$ cat config.mk
export PLATFORM = sky130hd
export DESIGN_NAME = fifo_rd_streamer
export DESIGN_NICKNAME = d
export VERILOG_FILES = /design/src/rtl/fifo_pkg.sv /design/src/rtl/fifo_rd_skid_buf.sv /design/src/rtl/fifo_rd_streamer.sv
export SDC_FILE = /design/constraint.sdc
export NUM_CORES = 1
export LEC_CHECK = 0
export CAP_MARGIN = 15
export CORE_MARGIN = 4
export CORE_UTILIZATION = 39
export CTS_CLUSTER_DIAMETER = 100
export DETAILED_ROUTE_END_ITERATION = 8
export GPL_TIMING_DRIVEN = 0
export SYNTH_ARGS = -nofsm -noshare
export SYNTH_HDL_FRONTEND = slang
export SYNTH_HIERARCHICAL = 1
export SYNTH_SLANG_ARGS = --single-unit
$ cat constraint.sdc
create_clock -name rd_clk -period 4.9 [get_ports rd_clk]
set_input_delay 1.225 -clock rd_clk [delete_from_list [all_inputs] [get_ports rd_clk]]
set_output_delay 1.225 -clock rd_clk [all_outputs]
set_load 0.05 [all_outputs]
$ cat src/rtl/fifo_pkg.sv
// Shared constants and helpers for the async FIFO and its read-side streamer.
package fifo_pkg;

  localparam int FIFO_DATA_SIZE = 4;
  localparam int FIFO_ADDR_SIZE = 4;
  localparam int FIFO_BUF_DEPTH = 3;

  // Bits needed to hold a count in the range 0..depth inclusive.
  function automatic int clog2_depth(input int depth);
    int w;
    w = 1;
    while ((32'sd1 << w) <= depth) w = w + 1;
    return w;
  endfunction

  localparam int FIFO_OCC_W = clog2_depth(FIFO_BUF_DEPTH);

endpackage

$ cat src/rtl/fifo_rd_skid_buf.sv
// Small circular buffer sitting behind the FIFO read port.
// Pointers wrap by explicit compare so any depth from 2 to 8 works.
module fifo_rd_skid_buf
  import fifo_pkg::*;
#(
  parameter int DATA_SIZE = FIFO_DATA_SIZE,
  parameter int BUF_DEPTH = FIFO_BUF_DEPTH,
  parameter int OCC_W     = clog2_depth(BUF_DEPTH)
) (
  input  logic                 clk,
  input  logic                 rst,
  input  logic                 push,
  input  logic [DATA_SIZE-1:0] push_data,
  input  logic                 pop,
  output logic [DATA_SIZE-1:0] head_data,
  output logic [OCC_W-1:0]     occ
);

  localparam int PTR_W = (BUF_DEPTH > 1) ? $clog2(BUF_DEPTH) : 1;
  localparam logic [PTR_W-1:0] PTR_LAST = PTR_W'(BUF_DEPTH - 1);
  localparam logic [OCC_W-1:0] OCC_FULL = OCC_W'(BUF_DEPTH);

  logic [DATA_SIZE-1:0] mem [BUF_DEPTH];
  logic [PTR_W-1:0]     head;
  logic [PTR_W-1:0]     tail;
  logic                 push_ok;
  logic                 pop_ok;

  function automatic logic [PTR_W-1:0] ptr_next(input logic [PTR_W-1:0] p);
    return (p == PTR_LAST) ? '0 : p + PTR_W'(1);
  endfunction

  // Guard against pops when empty and pushes into a full buffer that is not draining.
  always_comb begin
    pop_ok  = pop && (occ != '0);
    push_ok = push && ((occ != OCC_FULL) || pop_ok);
  end

  // Storage, pointers and occupancy update.
  always_ff @(posedge clk or posedge rst) begin
    if (rst) begin
      head <= '0;
      tail <= '0;
      occ  <= '0;
      for (int i = 0; i < BUF_DEPTH; i++) mem[i] <= '0;
    end else begin
      if (push_ok) begin
        mem[tail] <= push_data;
        tail      <= ptr_next(tail);
      end
      if (pop_ok) head <= ptr_next(head);
      case ({push_ok, pop_ok})
        2'b10:   occ <= occ + OCC_W'(1);
        2'b01:   occ <= occ - OCC_W'(1);
        default: occ <= occ;
      endcase
    end
  end

  // Head of buffer is a plain read of the registered array.
  always_comb head_data = mem[head];

endmodule

$ cat src/rtl/fifo_rd_streamer.sv
// Read-side consumer of the async FIFO: issues rd_en on credit, captures
// the word returned one cycle later and re-presents it as a valid/ready
// stream. Optional statistics counters are enabled by FIFO_RD_STATS_EN.
module fifo_rd_streamer
  import fifo_pkg::*;
#(
  parameter int DATA_SIZE = FIFO_DATA_SIZE,
  parameter int BUF_DEPTH = FIFO_BUF_DEPTH
) (
  input  logic                               rd_clk,
  input  logic                               rd_rst,
  input  logic                               empty,
  input  logic [DATA_SIZE-1:0]               rd_data,
  output logic                               rd_en,
  output logic                               out_valid,
  input  logic                               out_ready,
  output logic [DATA_SIZE-1:0]               out_data,
  output logic [clog2_depth(BUF_DEPTH)-1:0]  occupancy
`ifdef FIFO_RD_STATS_EN
  ,
  output logic [15:0]                        word_count,
  output logic [15:0]                        stall_count
`endif
);

  localparam int OCC_W = clog2_depth(BUF_DEPTH);
  localparam logic [OCC_W:0] DEPTH_C = (OCC_W + 1)'(BUF_DEPTH);

  logic             inflight;
  logic [OCC_W-1:0] occ;
  logic             pop;

  // Credit check: every outstanding read already owns a buffer slot, so
  // the buffer can never overflow. No path from out_ready by design.
  always_comb begin
    rd_en = !empty && !rd_rst &&
            (({1'b0, occ} + (OCC_W + 1)'(inflight)) < DEPTH_C);
  end

  // Stream-side handshake and status.
  always_comb begin
    out_valid = (occ != '0);
    pop       = out_valid && out_ready;
    occupancy = occ;
  end

  // A read issued this cycle returns data on the next one.
  always_ff @(posedge rd_clk or posedge rd_rst) begin
    if (rd_rst) inflight <= 1'b0;
    else        inflight <= rd_en;
  end

  fifo_rd_skid_buf #(
    .DATA_SIZE (DATA_SIZE),
    .BUF_DEPTH (BUF_DEPTH),
    .OCC_W     (OCC_W)
  ) u_buf (
    .clk       (rd_clk),
    .rst       (rd_rst),
    .push      (inflight),
    .push_data (rd_data),
    .pop       (pop),
    .head_data (out_data),
    .occ       (occ)
  );

`ifdef FIFO_RD_STATS_EN
  // Saturating counters of delivered words and back-pressured cycles.
  always_ff @(posedge rd_clk or posedge rd_rst) begin
    if (rd_rst) begin
      word_count  <= '0;
      stall_count <= '0;
    end else begin
      if (pop && (word_count != 16'hFFFF))
        word_count <= word_count + 16'd1;
      if (out_valid && !out_ready && (stall_count != 16'hFFFF))
        stall_count <= stall_count + 16'd1;
    end
  end
`endif

endmodule

* Yosys cells after proc, flatten, opt, wreduce, memory -nomap -nowiden *
Index checks and enable logic that the tools add are counted.

word-level totals
  register bits after elaboration = 19
  output and inout bits = 8
  logic and storage cells = 43

operators by class
  $add $sub $neg = 5
  $lt $le $gt $ge = 4
  equal/unequal tests = 5
  mux-type cells = 9
  bitwise logic cells = 2
  reductions and logical operators = 11

operator list
  cell                                                                          count
  12-bit bitwise mux                                                            1
  4-bit two-way mux                                                             3
  4-bit binary-select mux with 2-bit select                                     1
  4-bit demux with 2-bit select                                                 1
  2-bit by 1-bit adder with 2-bit output, second input constant                 3
  2-bit equality test, second input constant                                    3
  3-bit greater-or-equal comparator, second input constant                      2
  1-bit logical AND                                                             6
  2-bit inverter with 3-bit output                                              2
  2-bit two-way mux                                                             2
  2-bit one-hot mux with 2 select lines                                         1
  2-bit nonzero test                                                            2
  2-bit by 1-bit adder with 3-bit output                                        1
  3-bit by 1-bit less-than comparator with 1-bit output, second input constant  1
  3-bit by 2-bit less-than comparator with 1-bit output, second input constant  1
  2-bit by 1-bit equality test with 1-bit output, second input constant         1
  1-bit zero test                                                               2
  2-bit inequality test, second input constant                                  1
  2-bit by 1-bit subtractor with 2-bit output, second input constant            1
  1-bit logical OR                                                              1

* Depth between registers and ports, before layout *
Gate-level depths: netlist of run 1.

  depth in word-level cells = 7
  mapped depth = 7
  depth with buffers taken out = 7

* Hierarchy *
The synthesis of run 1 kept the hierarchy.

modules (own cells, without submodules)
  module            instances  cells an instance  area an instance (µm²)  seq. area each (µm²)
  fifo_rd_skid_buf  1          68                 852.1                   450.4
  fifo_rd_streamer  1          7                  82.6                    25.0

* Worst setup path after synthesis of run 1 *
OpenSTA, ideal clock, no wires.

  path kind = input to output
  from = input rd_rst
  to = output rd_en
  arrival time = 2317 ps
  required time = 3675 ps
  path slack = 1358 ps
  cell stages on the path = 1
  buffers on the path = 0
  path through = a2111oi_2

on the way
  cells in the longest elaborated chain, start to end = 3

RTL lines
  what                             line                    text
  start, declared                  fifo_rd_streamer.sv:11  input logic rd_rst,
  1-bit zero test (no line)        n/a
  1-bit logical AND (2 in series)  fifo_rd_streamer.sv:36  rd_en = !empty && !rd_rst &&
  end, declared                    fifo_rd_streamer.sv:14  output logic rd_en,

No other way between the ends.

* Final worst setup path of run 1 *
Same ends and word-level chain as after synthesis.

==> reports/qor.csv, run 1 <==
metric,value,unit
status,completed,
CTS tree,built,
Compound-Gate Fraction of Synth Area,8.969,%
"Setup Fix Bufs, Post-CTS",0,
vias in the first global route,664,
Max-slew headroom,53.51,%
top routing layer in use,met4,
CP most frequent cell,clkdlybuf4s50_1,
DRT Pass-1 Iters,4,
Final Setup Violations,0,
antenna cells,0,
met3 WL,72,um
grt ovf,0,
first-pass GRT wire length,3153,um
min-delay worst type,reg -> reg,
pwr dens,747.4,nW/um^2
Via Count,623,
ranking of synthesized cells by area,"dfrtp_1 (51%), mux2_2 (14%), mux2i_1 (4.3%)",
min cycle time layout,4.144,ns
Clock Power Share,9.4,%
RSZ-0062 raised after global routing,false,
share of synthesized area spent on multiplexers,18.74,%
"most common cell after layout, fill and taps aside",dfrtp_1,
clock latency on the worst-skew pair,0.30,ns
Root Buffer,clkbuf_4,
Routed WL,1785,um
# rows,17,
setup tns final,0,ns
maximum clock path buffer count,2,
Mapped Cells,75,
Reg power frac,34.0,%
CTS Buf Count,3,
final slew viol count,0,
Final WS setup,0.7555,ns
DPL Wire Length,1264,um
"Cell Area, Synth",934.6,um^2
"commonest cells after routing, fill and taps aside","dfrtp_1 (19), clkdlybuf4s50_1 (15), mux2_2 (12), nand2_1 (7), mux2i_1 (4)",
DIE HEIGHT,56.96,um
CP Launch Type,input port,
"Hold Vio Cnt, Final",0,
Yosys reg bits,19,
hold buffer count at cts,0,
Critical Path End Type,output port,
Synth Area in Adders,4.016,%
Final ANT Viol Nets,0,
max incr delay on CP,0.87,ns
routed length on met1,790,um
I/O pin count,16,
critical path cell sequence,clkdlybuf4s50_1 -> a2111oi_2 -> clkdlybuf4s50_1,
worst-path maximum fanout,3,
CP max-delay cell,clkdlybuf4s50_1,
worst hold slack,0.5183,ns
Peak Freq,241.3,MHz
Max-cap violations,0,
clk_skew,0.008642,ns
Psw,389.4,uW
Post-Synth XOR/XNOR Area,2.811,%
largest family of logic cells by synthesized area,multiplexers,
worst slew pin tran,0.6966,ns
CTS H-Tree Depth,1,
post-synth net total,86,
peak supply drop,0.3854,mV
Final Core Density,51.00,%
"Req. time, crit path",3.67,ns
largest net degree at the start of global routing,19,
Netlist cell types,26,
initial antenna violation count,0,
total core area,2255,um^2
WL per Instance,14.63,um
clk slew on worst S/H paths,0.11,ns
post-place setup slack,0.7598,ns
Post-Syn Area per Cell,12.46,um^2
Nets,106,
DR iter-0 viols,22,
post-synth top area share,50.87,%
Logic pwr share,56.7,%
CP arrival,2.92,ns
period utilization,84.58,%
total track usage,12.89,%
Initial Util,41.45,%
port bufs,15,
die width,56.96,um
Simple-Gate Fraction of Synth Area,12.45,%
Synth-to-Final Area Change,23.03,%
Via-to-Cell Ratio,5.107,
Sw Share,45.31,%
Synth Warn #,6,
DRC violations left,0,
clock sink total,19,
post_cts resized,0,
die area,3244,um^2
share of layout cells above drive strength 1,25.53,%
Pint,470.0,uW
Final GP Congestion,0.7233,
met2 routed WL,904,um
Critical Setup Path Class,in -> out,
leak pwr,0.0004908,uW
leading area contributor after synthesis,dfrtp_1,
"Seq/Total Area, Yosys",50.87,%
[synthesized netlist by cell type]
| cell | n |
|---|---|
| or2_2 | 1 |
| nor2_1 | 2 |
| nand2_1 | 7 |
| o21ai_0 | 3 |
| mux2i_1 | 4 |
| nand3b_1 | 1 |
| ha_1 | 3 |
| o22ai_1 | 2 |
| mux2_2 | 12 |
| and3b_4 | 1 |
| inv_1 | 3 |
| dfrtp_1 | 19 |
| buf_2 | 1 |
| a21bo_2 | 1 |
| nor3_1 | 1 |
| nor3b_1 | 1 |
| nor3_4 | 2 |
| nand3_1 | 1 |
| o21a_1 | 1 |
| clkbuf_1 | 1 |
| a2111oi_2 | 1 |
| a21o_1 | 2 |
| a21o_2 | 1 |
| nor2b_1 | 1 |
| xor2_1 | 1 |
| xnor2_1 | 2 |
[power by group through the flow]
stage                     combinational [uW]  sequential [uW]  clock (uW)
after floorplan                          338              311           0
after global placement                   482              291           0
after detailed placement                 490              296           0
after CTS                                492              293        87.1
after global routing                     527              303        95.3
final                                    487              292        80.5
[flip-flops by register name, summed over array words and instances (netlist names)]
register,flops
u_buf/mem,12
u_buf/head,2
u_buf/occ,2
inflight,1
u_buf/tail,2
[critical path: cells and delay by family]
family | cells | cell delay, ns
AOI/OAI and AO/OA | 1 | 0.36
buffers and inverters | 2 | 1.32
[logic make-up after synthesis]
group,count (synthesis)
DFF,19
and+or+nand+nor,18
muxes,16
AOI/OAI and AO/OA,11
buffers and inverters,5
xor gates and xnor gates,3
adders and majority gates,3
[final cells by class]
cell class | count | area, um^2
buffer | 2 | 8.758
fill | 219 | 1105
tap | 28 | 35.03
clock buffer | 3 | 22.52
multi-input combinational | 51 | 439.2
sequential | 19 | 475.5
inverter | 3 | 11.26
clock inverter | 1 | 7.507
timing repair buffer | 15 | 150.1
[layer usage]
| layer | vias up | global-route usage (%) |
|---|---|---|
| met5 | - | 0 |
| met4 | 0 | 3.974 |
| met3 | 2 | 5.430 |
| met2 | 11 | 19.58 |
| met1 | 302 | 16.74 |
| li1 | 308 | - |
[final timing paths]
kind,cells past startpoint,endpoint,startpoint,slack [ns]
worst min-delay path,1,u_buf/mem[9]$_DFFE_PP0P_,u_buf/mem[9]$_DFFE_PP0P_,0.52
worst min register to register,1,u_buf/mem[9]$_DFFE_PP0P_,u_buf/mem[9]$_DFFE_PP0P_,0.52
max in group asynchronous,2,u_buf/mem[11]$_DFFE_PP0P_,rd_rst,3.05
min in group asynchronous,2,inflight$_DFF_PP0_,rd_rst,1.12
worst max register to register,4,u_buf/mem[7]$_DFFE_PP0P_,u_buf/occ[0]$_DFFE_PP0P_,3.15
worst max-delay path,3,rd_en,rd_rst,0.76
[through the flow]
step	instance area, um^2	power, uW	instances
2_1_floorplan	934.6	648.8	75
3_3_place_gp	1120	772.6	118
3_5_place_dp	1120	785.6	118
4_1_cts	1150	872.0	122
5_1_grt	1150	925.7	122
6_report	1150	859.4	122
(Power assumes the default switching activity.)
==> run 2: changes to the inputs <==
==> constraint.sdc (replaced) <==
create_clock -name rd_clk -period 4.2 [get_ports rd_clk]
set_input_delay 1.05 -clock rd_clk [delete_from_list [all_inputs] [get_ports rd_clk]]
set_output_delay 1.05 -clock rd_clk [all_outputs]
set_load 0.05 [all_outputs]
==> results of run 2 <==
The final DEF is identical to that of run 1. Status: completed.
Main changes from that run: setup slack after placement 0.7598 ns -> 0.4098 ns; setup slack after layout 0.7555 ns -> 0.4055 ns; register-to-register setup slack 3.15 ns -> 2.45 ns; total power 859.4 uW -> 1003 uW; worst IR drop on VDD 0.3854 mV -> 0.4497 mV
